File: src/rtl/vga_timing_pkg.sv
// Shared types and constants for the multimode VGA timing generator.
//   VGA_CW / VGA_DW   : timing-field and divider-field widths
//   VGA_DEF_*         : 640x480@60 reset-time configuration
//   vga_cfg_t         : packed timing configuration (shadow and active copies)
//   cfg_is_valid()    : true when a configuration can actually be scanned out
package vga_timing_pkg;

   localparam int unsigned VGA_CW = 12;
   localparam int unsigned VGA_DW = 8;

   localparam int unsigned VGA_DEF_H_ACT  = 640;
   localparam int unsigned VGA_DEF_H_FP   = 16;
   localparam int unsigned VGA_DEF_H_SYNC = 96;
   localparam int unsigned VGA_DEF_H_BP   = 48;
   localparam int unsigned VGA_DEF_V_ACT  = 480;
   localparam int unsigned VGA_DEF_V_FP   = 10;
   localparam int unsigned VGA_DEF_V_SYNC = 2;
   localparam int unsigned VGA_DEF_V_BP   = 33;
   localparam bit          VGA_DEF_H_POL  = 1'b0;
   localparam bit          VGA_DEF_V_POL  = 1'b0;
   localparam int unsigned VGA_DEF_DIV    = 1;

   typedef struct packed {
      logic [VGA_CW-1:0] h_act;
      logic [VGA_CW-1:0] h_fp;
      logic [VGA_CW-1:0] h_sync;
      logic [VGA_CW-1:0] h_bp;
      logic [VGA_CW-1:0] v_act;
      logic [VGA_CW-1:0] v_fp;
      logic [VGA_CW-1:0] v_sync;
      logic [VGA_CW-1:0] v_bp;
      logic              h_pol;
      logic              v_pol;
      logic [VGA_DW-1:0] div;
   } vga_cfg_t;

   // Porches may be zero; an empty active area, sync pulse or divider may not.
   function automatic logic cfg_is_valid(input vga_cfg_t c);
      return (c.h_act != '0) && (c.v_act != '0) && (c.h_sync != '0) &&
             (c.v_sync != '0) && (c.div != '0);
   endfunction

endpackage

File: src/rtl/vga_timing_generator_multimode_if.sv
// Configuration channel of the multimode VGA timing generator.
//   cfg_valid / cfg_ready : handshake, transfer when both are high
//   cfg_h_* / cfg_v_*     : timing fields (pixel ticks / lines)
//   cfg_h_pol / cfg_v_pol : sync pulse level, 0 = active-low
//   cfg_div               : clk cycles per pixel tick
//   cfg_err               : one-clk pulse when an offered config was rejected
// master = config source, slave = timing generator.
interface vga_timing_generator_multimode_if
   import vga_timing_pkg::*;
#(
   parameter int unsigned CW = VGA_CW,
   parameter int unsigned DW = VGA_DW
);

   logic          cfg_valid;
   logic          cfg_ready;
   logic [CW-1:0] cfg_h_act;
   logic [CW-1:0] cfg_h_fp;
   logic [CW-1:0] cfg_h_sync;
   logic [CW-1:0] cfg_h_bp;
   logic [CW-1:0] cfg_v_act;
   logic [CW-1:0] cfg_v_fp;
   logic [CW-1:0] cfg_v_sync;
   logic [CW-1:0] cfg_v_bp;
   logic          cfg_h_pol;
   logic          cfg_v_pol;
   logic [DW-1:0] cfg_div;
   logic          cfg_err;

   modport master (
      output cfg_valid, cfg_h_act, cfg_h_fp, cfg_h_sync, cfg_h_bp,
             cfg_v_act, cfg_v_fp, cfg_v_sync, cfg_v_bp, cfg_h_pol, cfg_v_pol, cfg_div,
      input  cfg_ready, cfg_err
   );

   modport slave (
      input  cfg_valid, cfg_h_act, cfg_h_fp, cfg_h_sync, cfg_h_bp,
             cfg_v_act, cfg_v_fp, cfg_v_sync, cfg_v_bp, cfg_h_pol, cfg_v_pol, cfg_div,
      output cfg_ready, cfg_err
   );

endinterface

File: src/rtl/vga_tick_divider.sv
// Pixel-tick divider: counts 0..div-1 and flags the last count.
//   clk, reset : clock, synchronous active-low reset
//   restart    : force the count back to 0 on the next clk
//   div        : clk cycles per tick (1 = tick every clk)
//   tick       : high while count == div-1
module vga_tick_divider #(
   parameter int unsigned DW = 8
) (
   input  logic          clk,
   input  logic          reset,
   input  logic          restart,
   input  logic [DW-1:0] div,
   output logic          tick
);

   logic [DW-1:0] count_q, count_d;

   assign tick = (count_q == (div - DW'(1)));

   always_comb begin
      count_d = count_q + DW'(1);
      if (restart || tick) begin
         count_d = '0;
      end
   end

   always_ff @(posedge clk) begin
      if (!reset) begin
         count_q <= '0;
      end else begin
         count_q <= count_d;
      end
   end

endmodule

File: src/rtl/vga_timing_generator_multimode.sv
// Runtime-reconfigurable VGA timing generator.
//   clk, reset   : clock, synchronous active-low reset
//   cfg          : config channel (slave); accepted into a shadow, applied at frame end
//   pixel_tick   : one-clk pulse every div clks
//   h_sync/v_sync: sync outputs, level set by the active polarity
//   de           : inside the active area
//   h_pixel/v_pixel : shifted position while de, else 0
//   line_start/frame_start : one-clk strobes on the first clk of a new position 0
// All outputs except pixel_tick, cfg_ready and cfg_err are registered and lag the
// position counters by one clk. CW/DW must match the package field widths.
module vga_timing_generator_multimode
   import vga_timing_pkg::*;
#(
   parameter int unsigned CW         = VGA_CW,
   parameter int unsigned DW         = VGA_DW,
   parameter int unsigned H_SHIFT    = 0,
   parameter int unsigned V_SHIFT    = 0,
   parameter int unsigned DEF_H_ACT  = VGA_DEF_H_ACT,
   parameter int unsigned DEF_H_FP   = VGA_DEF_H_FP,
   parameter int unsigned DEF_H_SYNC = VGA_DEF_H_SYNC,
   parameter int unsigned DEF_H_BP   = VGA_DEF_H_BP,
   parameter int unsigned DEF_V_ACT  = VGA_DEF_V_ACT,
   parameter int unsigned DEF_V_FP   = VGA_DEF_V_FP,
   parameter int unsigned DEF_V_SYNC = VGA_DEF_V_SYNC,
   parameter int unsigned DEF_V_BP   = VGA_DEF_V_BP,
   parameter bit          DEF_H_POL  = VGA_DEF_H_POL,
   parameter bit          DEF_V_POL  = VGA_DEF_V_POL,
   parameter int unsigned DEF_DIV    = VGA_DEF_DIV
) (
   input  logic                   clk,
   input  logic                   reset,
   vga_timing_generator_multimode_if.slave cfg,
   output logic                   pixel_tick,
   output logic                   h_sync,
   output logic                   v_sync,
   output logic                   de,
   output logic [CW-H_SHIFT-1:0]  h_pixel,
   output logic [CW-V_SHIFT-1:0]  v_pixel,
   output logic                   line_start,
   output logic                   frame_start
);

   // Totals and sync edges are formed two bits wider so sums cannot wrap.
   localparam int unsigned TW = CW + 2;

   localparam vga_cfg_t DEF_CFG = '{
      h_act:  VGA_CW'(DEF_H_ACT),
      h_fp:   VGA_CW'(DEF_H_FP),
      h_sync: VGA_CW'(DEF_H_SYNC),
      h_bp:   VGA_CW'(DEF_H_BP),
      v_act:  VGA_CW'(DEF_V_ACT),
      v_fp:   VGA_CW'(DEF_V_FP),
      v_sync: VGA_CW'(DEF_V_SYNC),
      v_bp:   VGA_CW'(DEF_V_BP),
      h_pol:  DEF_H_POL,
      v_pol:  DEF_V_POL,
      div:    VGA_DW'(DEF_DIV)
   };

   vga_cfg_t      active_q, active_d, shadow_q, shadow_d, offer;
   logic          pending_q, pending_d, cfg_err_q;
   logic          xfer, apply;
   logic [CW-1:0] h_pos_q, h_pos_d, v_pos_q, v_pos_d;
   logic          pos_new_q;
   logic [TW-1:0] h_pos_w, v_pos_w, h_total, v_total;
   logic [TW-1:0] hs_start, hs_end, vs_start, vs_end;
   logic          h_last, v_last;

   logic                  de_d, h_sync_d, v_sync_d, line_start_d, frame_start_d;
   logic                  de_q, h_sync_q, v_sync_q, line_start_q, frame_start_q;
   logic [CW-H_SHIFT-1:0] h_pixel_d, h_pixel_q;
   logic [CW-V_SHIFT-1:0] v_pixel_d, v_pixel_q;

   // ---------------------------------------------------------------- config handshake
   assign offer = '{
      h_act:  VGA_CW'(cfg.cfg_h_act),
      h_fp:   VGA_CW'(cfg.cfg_h_fp),
      h_sync: VGA_CW'(cfg.cfg_h_sync),
      h_bp:   VGA_CW'(cfg.cfg_h_bp),
      v_act:  VGA_CW'(cfg.cfg_v_act),
      v_fp:   VGA_CW'(cfg.cfg_v_fp),
      v_sync: VGA_CW'(cfg.cfg_v_sync),
      v_bp:   VGA_CW'(cfg.cfg_v_bp),
      h_pol:  cfg.cfg_h_pol,
      v_pol:  cfg.cfg_v_pol,
      div:    VGA_DW'(cfg.cfg_div)
   };

   assign cfg.cfg_ready = ~pending_q;
   assign cfg.cfg_err   = cfg_err_q;
   assign xfer          = cfg.cfg_valid && !pending_q;
   // Apply only needs pending, and transfers need !pending, so the two never collide.
   assign apply         = pixel_tick && h_last && v_last && pending_q;

   always_comb begin
      pending_d = pending_q;
      shadow_d  = shadow_q;
      active_d  = active_q;
      if (apply) begin
         active_d  = shadow_q;
         pending_d = 1'b0;
      end
      if (xfer && cfg_is_valid(offer)) begin
         shadow_d  = offer;
         pending_d = 1'b1;
      end
   end

   always_ff @(posedge clk) begin
      if (!reset) begin
         active_q  <= DEF_CFG;
         shadow_q  <= DEF_CFG;
         pending_q <= 1'b0;
         cfg_err_q <= 1'b0;
      end else begin
         active_q  <= active_d;
         shadow_q  <= shadow_d;
         pending_q <= pending_d;
         cfg_err_q <= xfer && !cfg_is_valid(offer);
      end
   end

   // ---------------------------------------------------------------- pixel tick
   vga_tick_divider #(
      .DW (DW)
   ) u_div (
      .clk     (clk),
      .reset   (reset),
      .restart (apply),
      .div     (DW'(active_q.div)),
      .tick    (pixel_tick)
   );

   // ---------------------------------------------------------------- position counters
   assign h_pos_w  = TW'(h_pos_q);
   assign v_pos_w  = TW'(v_pos_q);
   assign h_total  = TW'(active_q.h_act) + TW'(active_q.h_fp) + TW'(active_q.h_sync) +
                     TW'(active_q.h_bp);
   assign v_total  = TW'(active_q.v_act) + TW'(active_q.v_fp) + TW'(active_q.v_sync) +
                     TW'(active_q.v_bp);
   assign h_last   = (h_pos_w == (h_total - TW'(1)));
   assign v_last   = (v_pos_w == (v_total - TW'(1)));
   assign hs_start = TW'(active_q.h_act) + TW'(active_q.h_fp);
   assign hs_end   = hs_start + TW'(active_q.h_sync);
   assign vs_start = TW'(active_q.v_act) + TW'(active_q.v_fp);
   assign vs_end   = vs_start + TW'(active_q.v_sync);

   always_comb begin
      h_pos_d = h_pos_q;
      v_pos_d = v_pos_q;
      if (pixel_tick) begin
         if (h_last) begin
            h_pos_d = '0;
            v_pos_d = v_last ? '0 : v_pos_q + CW'(1);
         end else begin
            h_pos_d = h_pos_q + CW'(1);
         end
      end
   end

   always_ff @(posedge clk) begin
      if (!reset) begin
         h_pos_q   <= '0;
         v_pos_q   <= '0;
         pos_new_q <= 1'b1;   // position 0 after reset counts as freshly produced
      end else begin
         h_pos_q   <= h_pos_d;
         v_pos_q   <= v_pos_d;
         pos_new_q <= pixel_tick;
      end
   end

   // ---------------------------------------------------------------- output decode
   always_comb begin
      de_d          = (h_pos_w < TW'(active_q.h_act)) && (v_pos_w < TW'(active_q.v_act));
      h_sync_d      = ((h_pos_w >= hs_start) && (h_pos_w < hs_end)) ?
                      active_q.h_pol : ~active_q.h_pol;
      v_sync_d      = ((v_pos_w >= vs_start) && (v_pos_w < vs_end)) ?
                      active_q.v_pol : ~active_q.v_pol;
      h_pixel_d     = de_d ? (CW-H_SHIFT)'(h_pos_q >> H_SHIFT) : '0;
      v_pixel_d     = de_d ? (CW-V_SHIFT)'(v_pos_q >> V_SHIFT) : '0;
      // Strobe only on the clk after the tick that produced 0, not while it is held.
      line_start_d  = pos_new_q && (h_pos_q == '0);
      frame_start_d = line_start_d && (v_pos_q == '0);
   end

   always_ff @(posedge clk) begin
      if (!reset) begin
         de_q          <= 1'b0;
         h_sync_q      <= ~DEF_H_POL;
         v_sync_q      <= ~DEF_V_POL;
         h_pixel_q     <= '0;
         v_pixel_q     <= '0;
         line_start_q  <= 1'b0;
         frame_start_q <= 1'b0;
      end else begin
         de_q          <= de_d;
         h_sync_q      <= h_sync_d;
         v_sync_q      <= v_sync_d;
         h_pixel_q     <= h_pixel_d;
         v_pixel_q     <= v_pixel_d;
         line_start_q  <= line_start_d;
         frame_start_q <= frame_start_d;
      end
   end

   assign de          = de_q;
   assign h_sync      = h_sync_q;
   assign v_sync      = v_sync_q;
   assign h_pixel     = h_pixel_q;
   assign v_pixel     = v_pixel_q;
   assign line_start  = line_start_q;
   assign frame_start = frame_start_q;

endmodule

File: src/flat_wrapper.sv
// flat-port wrapper written by rule: the top's interface ports become plain ports
module vga_timing_generator_multimode_flat import vga_timing_pkg::*;
#(
   parameter int unsigned CW         = VGA_CW,
   parameter int unsigned DW         = VGA_DW,
   parameter int unsigned H_SHIFT    = 0,
   parameter int unsigned V_SHIFT    = 0,
   parameter int unsigned DEF_H_ACT  = VGA_DEF_H_ACT,
   parameter int unsigned DEF_H_FP   = VGA_DEF_H_FP,
   parameter int unsigned DEF_H_SYNC = VGA_DEF_H_SYNC,
   parameter int unsigned DEF_H_BP   = VGA_DEF_H_BP,
   parameter int unsigned DEF_V_ACT  = VGA_DEF_V_ACT,
   parameter int unsigned DEF_V_FP   = VGA_DEF_V_FP,
   parameter int unsigned DEF_V_SYNC = VGA_DEF_V_SYNC,
   parameter int unsigned DEF_V_BP   = VGA_DEF_V_BP,
   parameter bit          DEF_H_POL  = VGA_DEF_H_POL,
   parameter bit          DEF_V_POL  = VGA_DEF_V_POL,
   parameter int unsigned DEF_DIV    = VGA_DEF_DIV
)
  (clk, reset, pixel_tick, h_sync, v_sync, de, h_pixel, v_pixel, line_start, frame_start, cfg_cfg_valid, cfg_cfg_h_act, cfg_cfg_h_fp, cfg_cfg_h_sync, cfg_cfg_h_bp, cfg_cfg_v_act, cfg_cfg_v_fp, cfg_cfg_v_sync, cfg_cfg_v_bp, cfg_cfg_h_pol, cfg_cfg_v_pol, cfg_cfg_div, cfg_cfg_ready, cfg_cfg_err);
  vga_timing_generator_multimode_if #(.CW(CW), .DW(DW)) cfg_i ();
  input  logic clk;
  input  logic reset;
  output logic pixel_tick;
  output logic h_sync;
  output logic v_sync;
  output logic de;
  output logic [CW-H_SHIFT-1:0] h_pixel;
  output logic [CW-V_SHIFT-1:0] v_pixel;
  output logic line_start;
  output logic frame_start;
  input wire logic [$bits(cfg_i.cfg_valid)-1:0] cfg_cfg_valid;
  input wire logic [$bits(cfg_i.cfg_h_act)-1:0] cfg_cfg_h_act;
  input wire logic [$bits(cfg_i.cfg_h_fp)-1:0] cfg_cfg_h_fp;
  input wire logic [$bits(cfg_i.cfg_h_sync)-1:0] cfg_cfg_h_sync;
  input wire logic [$bits(cfg_i.cfg_h_bp)-1:0] cfg_cfg_h_bp;
  input wire logic [$bits(cfg_i.cfg_v_act)-1:0] cfg_cfg_v_act;
  input wire logic [$bits(cfg_i.cfg_v_fp)-1:0] cfg_cfg_v_fp;
  input wire logic [$bits(cfg_i.cfg_v_sync)-1:0] cfg_cfg_v_sync;
  input wire logic [$bits(cfg_i.cfg_v_bp)-1:0] cfg_cfg_v_bp;
  input wire logic [$bits(cfg_i.cfg_h_pol)-1:0] cfg_cfg_h_pol;
  input wire logic [$bits(cfg_i.cfg_v_pol)-1:0] cfg_cfg_v_pol;
  input wire logic [$bits(cfg_i.cfg_div)-1:0] cfg_cfg_div;
  output wire logic [$bits(cfg_i.cfg_ready)-1:0] cfg_cfg_ready;
  output wire logic [$bits(cfg_i.cfg_err)-1:0] cfg_cfg_err;
  assign cfg_i.cfg_valid = cfg_cfg_valid;
  assign cfg_i.cfg_h_act = cfg_cfg_h_act;
  assign cfg_i.cfg_h_fp = cfg_cfg_h_fp;
  assign cfg_i.cfg_h_sync = cfg_cfg_h_sync;
  assign cfg_i.cfg_h_bp = cfg_cfg_h_bp;
  assign cfg_i.cfg_v_act = cfg_cfg_v_act;
  assign cfg_i.cfg_v_fp = cfg_cfg_v_fp;
  assign cfg_i.cfg_v_sync = cfg_cfg_v_sync;
  assign cfg_i.cfg_v_bp = cfg_cfg_v_bp;
  assign cfg_i.cfg_h_pol = cfg_cfg_h_pol;
  assign cfg_i.cfg_v_pol = cfg_cfg_v_pol;
  assign cfg_i.cfg_div = cfg_cfg_div;
  assign cfg_cfg_ready = cfg_i.cfg_ready;
  assign cfg_cfg_err = cfg_i.cfg_err;
  vga_timing_generator_multimode #(.CW(CW), .DW(DW), .H_SHIFT(H_SHIFT), .V_SHIFT(V_SHIFT), .DEF_H_ACT(DEF_H_ACT), .DEF_H_FP(DEF_H_FP), .DEF_H_SYNC(DEF_H_SYNC), .DEF_H_BP(DEF_H_BP), .DEF_V_ACT(DEF_V_ACT), .DEF_V_FP(DEF_V_FP), .DEF_V_SYNC(DEF_V_SYNC), .DEF_V_BP(DEF_V_BP), .DEF_H_POL(DEF_H_POL), .DEF_V_POL(DEF_V_POL), .DEF_DIV(DEF_DIV)) u_core (.clk(clk), .reset(reset), .cfg(cfg_i), .pixel_tick(pixel_tick), .h_sync(h_sync), .v_sync(v_sync), .de(de), .h_pixel(h_pixel), .v_pixel(v_pixel), .line_start(line_start), .frame_start(frame_start));
endmodule
File: config.mk
export PLATFORM = sky130hd
export DESIGN_NAME = vga_timing_generator_multimode_flat
export DESIGN_NICKNAME = d
export VERILOG_FILES = /design/src/rtl/vga_timing_pkg.sv /design/src/rtl/vga_timing_generator_multimode_if.sv /design/src/rtl/vga_tick_divider.sv /design/src/rtl/vga_timing_generator_multimode.sv /design/src/flat_wrapper.sv
export SDC_FILE = /design/constraint.sdc
export NUM_CORES = 1
export LEC_CHECK = 0
export ABC_AREA = 1
export CORE_AREA = 2 2 210 212
export DETAILED_ROUTE_END_ITERATION = 10
export DIE_AREA = 0 0 212 214
export GPL_TIMING_DRIVEN = 0
export HOLD_SLACK_MARGIN = 0.15
export PLACE_DENSITY = 0.59
export SYNTH_ARGS = -nofsm -noshare
export SYNTH_HDL_FRONTEND = slang
export SYNTH_SLANG_ARGS = --single-unit
File: constraint.sdc
create_clock -name clk -period 7.9 [get_ports clk]
set_clock_uncertainty 0.1 [all_clocks]
set_input_delay 1.58 -clock clk [delete_from_list [all_inputs] [get_ports clk]]
set_output_delay 1.58 -clock clk [all_outputs]
set_load 0.02 [all_outputs]
# Yosys cells after proc, flatten, opt, wreduce, memory -nomap -nowiden
# Index checks and enable logic that the tools add are counted.
[op_classes]
bitwise_logic = 4
muxes = 6
n_eq_ne = 3
add_sub_neg = 12
reduce_logical = 29
order_cmp = 6
[ops]
columns = ["operator", "n"]
rows = [
  ["$add A14 B12 Y14", 4],
  ["$reduce_bool A12 Y1", 4],
  ["$eq A12 B14 Y1", 2],
  ["$ge A12 B14 Y1", 2],
  ["$lt A12 B14 Y1", 2],
  ["$sub A14 B1 Y14 const B", 2],
  ["$add A12 B12 Y13", 2],
  ["$add A12 B1 Y12 const B", 2],
  ["$logic_not A12 Y1", 2],
  ["$lt A12 B12 Y1", 2],
  ["$mux W12", 2],
  ["$logic_and A1 B1 Y1", 15],
  ["$add A8 B1 Y8 const B", 1],
  ["$eq A8 B8 Y1", 1],
  ["$reduce_bool A8 Y1", 1],
  ["$sub A8 B1 Y8 const B", 1],
  ["$mux W1", 4],
  ["$not A1 Y1", 4],
  ["$reduce_and A2 Y1", 2],
  ["$logic_not A1 Y1", 2],
  ["$reduce_bool A2 Y1", 1],
  ["$reduce_or A2 Y1", 1],
  ["$logic_or A1 B1 Y1", 1],
]
[totals]
wordCells = 95
reg_bits = 276

# Depth between registers and ports, before layout
# Gate-level depths: netlist (run 1).
[depth]
ltp_word = 10
ltp_mapped = 36
depth_no_buf = 34

# Hierarchy
# From an unflattened synthesis (run 1), not the netlist that was laid out.
[hier_totals]
hier_cells = 2567
area_unflattened_um2 = 17456.7
[modules_own_cells]
columns = ["module", "area_per_inst_um2", "cells_per_inst", "n_inst", "seq_area_each_um2"]
rows = [
  ["vga_timing_generator_multimode", 16817.4, 2467, 1, 5365.1],
  ["vga_tick_divider", 639.4, 100, 1, 160.2],
]

# Least setup slack after synthesis (run 1)
# Ideal clock, no wire load.
[synth_timing]
path_kind = "flip-flop to flip-flop"
start = "register u_core.active_q[82] (netlist name)"
end = "register u_core.active_q[35] (netlist name)"
t_arrival_ns = 5.161
path_stages_with_launch = 36
path_slack_ns = 2.510
setup_ns = 0.130
path_cell_list = "dfxtp_1 -> ha_1 -> inv_1 -> fa_1 -> o21ai_0 -> a31oi_1 -> o21ai_0 -> xor2_1 -> inv_1 -> ha_1 -> nand2_1 -> inv_1 -> a21oi_1 -> nand3_1 -> nand2_1 -> inv_1 -> o21ai_0 -> nand2_1 -> xnor2_1 -> ha_1 -> inv_1 -> ha_1 -> inv_1 -> o21ai_0 -> a31oi_1 -> nand2_1 -> nand2_1 -> nand2_1 -> nor2_1 -> nand3_2 -> nor2_4 -> nand3_2 -> buf_6 -> buf_2 -> nand2_1 -> nand3_1"
[synth_via]
elab_chain_len = 8
[synth_rtl]
columns = ["item", "line", "rtl"]
rows = [
  ["start, declared", "vga_timing_generator_multimode.sv:60", "vga_cfg_t active_q, active_d, shadow_q, shadow_d, offer;"],
  ["start signal, assigned", "vga_timing_generator_multimode.sv:116", "active_q <= active_d;"],
  ["$add A12 B12 Y13", "vga_timing_generator_multimode.sv:137", "assign h_total = TW'(active_q.h_act) + TW'(active_q.h_fp) + TW'(active_q.h_sync) +"],
  ["$add A14 B12 Y14 (2 in series)", "vga_timing_generator_multimode.sv:137", ""],
  ["$sub A14 B1 Y14", "vga_timing_generator_multimode.sv:141", "assign h_last = (h_pos_w == (h_total - TW'(1)));"],
  ["$eq A12 B14 Y1", "vga_timing_generator_multimode.sv:141", ""],
  ["$logic_and A1 B1 Y1 (3 in series)", "vga_timing_generator_multimode.sv:93", "assign apply = pixel_tick && h_last && v_last && pending_q;"],
]
# Every way passes these cells.
# A chain may end at the register's enable or synchronous reset.

# Worst setup path after layout (run 1)
[layout_timing]
start = "register u_core.active_q[94] (netlist name)"
end = "register u_core.active_q[9] (netlist name)"
# The elaborated chain is that of the path after synthesis.

==> results of run 1 <==
[per-stage QoR]
stage	instance area (sq um)	hold WS [ps]	cells	util [%]
after floorplan	17100	329	2484	-
after detailed placement	19200	344	3208	44.9
after global routing	20400	366	3267	47.6
final	20400	351	3267	47.6
after CTS	20400	353	3267	47.6
after global placement	19200	339	3208	44.9
[cell type report]
cell class	count	area share (%)
multi-input combinational	1623	45.8
sequential	276	27.1
inverter	481	8.85
timing repair buffer	139	6.82
clock buffer	45	4.57
tap	585	3.59
buffer	104	2.13
clock inverter	14	1.10
[metal layers]
| metal | vias up | wire (microns) |
|---|---|---|
| li1 | 8324 | - |
| met1 | 7090 | 25000 |
| met2 | 351 | 21900 |
| met3 | 68 | 2470 |
| met4 | 0 | 1440 |
| met5 | - | 0 |
[registers in the layout, summed over array words and instances (netlist names), 8 cells and up]
register	count
u_core.v_pixel	12
u_core.u_div.count_q	8
u_core.h_pos_q	12
u_core.h_pixel	12
u_core.v_pos_q	12
u_core.active_q	106
u_core.shadow_q	106
[final timing paths]
kind | slack (ps) | to | start | depth (start not counted)
worst max-delay path | 920 | u_core.active_q[9] | u_core.active_q[94] | 35
worst min-delay path | 350 | u_core.shadow_q[85] | u_core.shadow_q[85] | 2
worst max register to register | 920 | u_core.active_q[9] | u_core.active_q[94] | 35
worst min register to register | 350 | u_core.shadow_q[85] | u_core.shadow_q[85] | 2
[where the power goes]
group          switching [uW]  internal [uW]
sequential               19.3           1450
combinational             170            105
clock                     651            976
[critical path: cells and delay by family (launching register included)]
kind	cells	cell delay [ps]
and+or+nand+nor	13	2060
adders and majority gates	5	1470
AOI/OAI and AO/OA	7	1530
DFF	1	370
xor gates and xnor gates	2	530
buffers and inverters	8	830
[cells by family (layout without fill, tap and decap cells)]
logic type	after synthesis	count (layout)	share of synthesized area, %
and+or+nand+nor	1000	1000	25.8
buffers and inverters	585	783	13.1
AOI/OAI and AO/OA	353	353	10.8
DFF	276	276	32.3
adders and majority gates	176	176	13.1
xor gates and xnor gates	94	94	4.89
[placed cells by master (no fill, tap or decap), types with 31 or more instances in the layout]
master           Yosys  layout
nand3_1            123     123
dfxtp_1            276     276
xor2_1              62      62
clkdlybuf4s50_1      0     139
nand2_1            481     481
o21ai_0            134     134
nand4_1            129     129
nor2_1             199     199
clkbuf_16            0      34
ha_1               170     170
clkbuf_1            75      82
a21oi_1            183     183
inv_1              477     477
xnor2_1             31      31
==> impl_metrics.ini, run 1 <==
[detailed_routing]
drt_drc_violations_left = 0
vias = 15833
avgViaCountPerCell = 4.85
wl_per_cell_microns = 15.6
ant_nets = 0
drt_pass1_iterations = 7
drtIter0Drc = 1043
routed_wl_microns = 50800

[layout]
antenna_cells = 0
areaGrowthSynthToFinish_pct = 19.2
drive_above_1_share_pct = 2.83
multi_input_area_sq_um = 9350
seq_area_sq_um = 5530
fillers = 4396
final_nets = 2944

[timing]
setup_viol = 0
rsz0062_at_grt = false
setup_tns_ps = 0
hold_viol_final = 0
finalWorstSetupSlack_ps = 917
slew_headroom_pct = 37.5
fmax_mhz = 143
maxSlewViolCount = 0
min_period_over_period_pct = 88.4
worst_slew_pin_slew_ps = 938
period_needed_ps = 6980

[logic_synthesis]
synth_top_area_share_pct = 32.3
ys_seq_area_share_pct = 32.3
yosys-top-cells-count = nand2_1, inv_1, dfxtp_1
avgSynthCellArea_sq_um = 6.89
yosysTopAreaCell = dfxtp_1
async_flop_share_pct = 0
synth_cells = 2484
synthFlopType = dfxtp_1
synthesis.nets = 2769
yosys_warnings = 0
syn_area_sq_um = 17100
ys_seq_elements = 276
synth_cell_type_count = 44
ys_top_cells_by_area = dfxtp_1, ha_1, nand2_1
synth_edf_count = 0
yosysMostFrequentCell = nand2_1

[cts]
clk_pin_slew_ps = 70
post_cts_buffers = 0
root_buffer = clkbuf_16
numCtsBuffers = 34
insertion_delay_ps = 570
cts_tree = yes
clock_path_buffers = 3
postCtsHoldBufs = 0
clock-sinks = 276
htreeDepth = 2
ctsResizeCount = 0

[power]
power_uw = 3370
p_leak_uw = 0.00960
vdd_drop_max_mv = 0.111
power_density_nw_per_um2 = 165

[setup_path]
max_stage_delay_ps = 460
crit_slowest_cell = nor2_4
crit_required_ps = 8280
end_kind = flop
path_max_fanout = 10
crit_path_start_kind = flop
cp.arrival_ps = 7370
critPathKind = flop to flop

[run]
maxCapViolCount = 0

[placed_design]
dpl.hpwl_microns = 40600
portBuffers = 139
dp_slack_ps = 924
gp_congestion = 0.884

[global_routing]
grt_pass1_wl_microns = 80200
grt_pass1_vias = 15070
antenna_found_initial = 0
grt_max_degree = 14
grt_most_used_layer = met2
grt_use_met3_pct = 2.90
grt_overflow = 0
use_met2_pct = 35.0
grt_use_met1_pct = 31.9
globalRouteTotalUtil_pct = 22.5

[run_status]
outcome = finished, final reports clean

[floorplanning]
die_area_sq_um = 45400
dieWidth_microns = 212
rows = 76
core_sq_um = 42900
pin_count = 141
start_util_pct = 39.9
die_h_microns = 214

[worst_hold_path]
hold_class = flop to flop
No activity file was read; power rests on OpenSTA's default activity.
==> run 2, diff against run 1 <==
CTS_BUF_LIST = sky130_fd_sc_hd__clkbuf_8   (was not set)
==> impl_metrics.ini, run 2 (same netlist as run 1, synthesis figures left out) <==
[cts]
root_buffer = clkbuf_8
insertion_delay_ps = 630
clk_pin_slew_ps = 70
post_cts_buffers = 0
cts_tree = yes
postCtsHoldBufs = 0
ctsResizeCount = 0
numCtsBuffers = 48
clock_path_buffers = 3
htreeDepth = 2
clock-sinks = 276

[placed_design]
gp_congestion = 0.884
portBuffers = 139
dp_cells = 3208
dpl_cell_area_sq_um = 19200
dpl.hpwl_microns = 40600

[detailed_routing]
drt_pass1_iterations = 5
routed_wl_microns = 51200
drt_drc_violations_left = 0
drtIter0Drc = 938
ant_nets = 0
avgViaCountPerCell = 4.85
vias = 15980
wl_per_cell_microns = 15.5

[power]
p_comb_share_pct = 8.8
vdd_drop_max_mv = 0.138
power_density_nw_per_um2 = 155
power_uw = 3130
p_clk_share_pct = 44.4
p_seq_share_pct = 46.8
p_leak_uw = 0.00960
internal-power_uw = 2310
p_sw_uw = 817
p_sw_share_pct = 26.1

[floorplanning]
pin_count = 141
die_area_sq_um = 45400
rows = 76
dieWidth_microns = 212
core_sq_um = 42900
start_util_pct = 39.9
die_h_microns = 214

[global_routing]
grt_max_degree = 13
grt_overflow = 0
antenna_found_initial = 0
grt_pass1_wl_microns = 80800
grt_pass1_vias = 15191
globalRouteTotalUtil_pct = 22.6

[layout]
drive_above_1_share_pct = 3.62
fin_cells = 3294
reg_top3 = u_core.active_q (106), u_core.shadow_q (106)
final_nets = 2958
final_cell_mix = inv_1, nand2_1, dfxtp_1
antenna_cells = 0
areaGrowthSynthToFinish_pct = 18.3
final_common_cell = inv_1
stdcell_area_sq_um = 20300

[setup_path]
cp.arrival_ps = 7430
path_max_fanout = 10
crit_path_start_kind = flop
rrSetupSlack_ps = 900
critPathKind = flop to flop
max_stage_delay_ps = 460
crit_slowest_cell = nor2_4
end_kind = flop
crit_required_ps = 8340

[timing]
slew_headroom_pct = 36.6
period_needed_ps = 7000
fmax_mhz = 143
min_period_over_period_pct = 88.5
worst_slew_pin_slew_ps = 951
setup_tns_ps = 0
maxSlewViolCount = 0
rsz0062_at_grt = false
setup_viol = 0
hold_viol_final = 0

[worst_hold_path]
hold_class = flop to flop

[run]
maxCapViolCount = 0

[run_status]
outcome = finished, final reports clean
==> run 2: cell types whose count changed in the layout (fill, tap and decap cells not counted), sizes merged <==
cell and change:
clkinv +3, bufinv -2, inv +8, clkinvlp +2
clkbuf +16
==> run 2: path summary, 6_finish.rpt <==
| kind | start | end | cells past startpoint |
|---|---|---|---|
| setup reg to reg | u_core.active_q[94] | u_core.active_q[9] | 35 |
| setup / recovery | u_core.active_q[94] | u_core.active_q[9] | 35 |
| hold reg to reg | u_core.shadow_q[85] | u_core.shadow_q[85] | 2 |
| hold / removal | u_core.shadow_q[85] | u_core.shadow_q[85] | 2 |
==> run 2: cell type report <==
type                    instances  area (sq um)
fillers                      4423         22600
multi-input cells            1623          9350
flip-flops and latches        276          5530
inverters                     481          1810
repair buffers                139          1390
clock buffers                  61           840
well taps                     585           732
plain buffers                 104           434
clock inverters                25           173
==> run 2: critical path, delay by kind of cell, from the launching register on <==
kind | cells | cell delay (ps)
simple gates | 13 | 2030
compound gates | 7 | 1540
fa+ha+maj | 5 | 1470
buf+inv | 8 | 840
xor+xnor | 2 | 520
flops | 1 | 370
==> run 2: stage by stage <==
stage                     setup WS [ps]  utilization [%]  hold WS, ps
final                               905             47.2          352
after global routing                314             47.2          366
after CTS                           895             47.2          353
after detailed placement            924             44.9          344
after global placement              969             44.9          339
after floorplan                    2510                -          329
==> run 2: layer usage <==
layer  GRT usage [%]  vias to the layer above  share of wire [%]
li1                -                     8355                  -
met2            35.6                      334                 43
met3            3.67                       77                4.8
met4            5.96                        0                2.2
met1            31.8                     7214                 49
met5               0                        -                  0
==> run 2: power by group through the flow <==
stage / Sequential [uW] / Clock, uW / Combinational, uW
final: 1470 / 1390 / 276
after detailed placement: 1500 / 0 / 274
after CTS: 1470 / 1420 / 275
after global routing: 1470 / 1480 / 308
after floorplan: 1490 / 0 / 143
after global placement: 1490 / 0 / 269
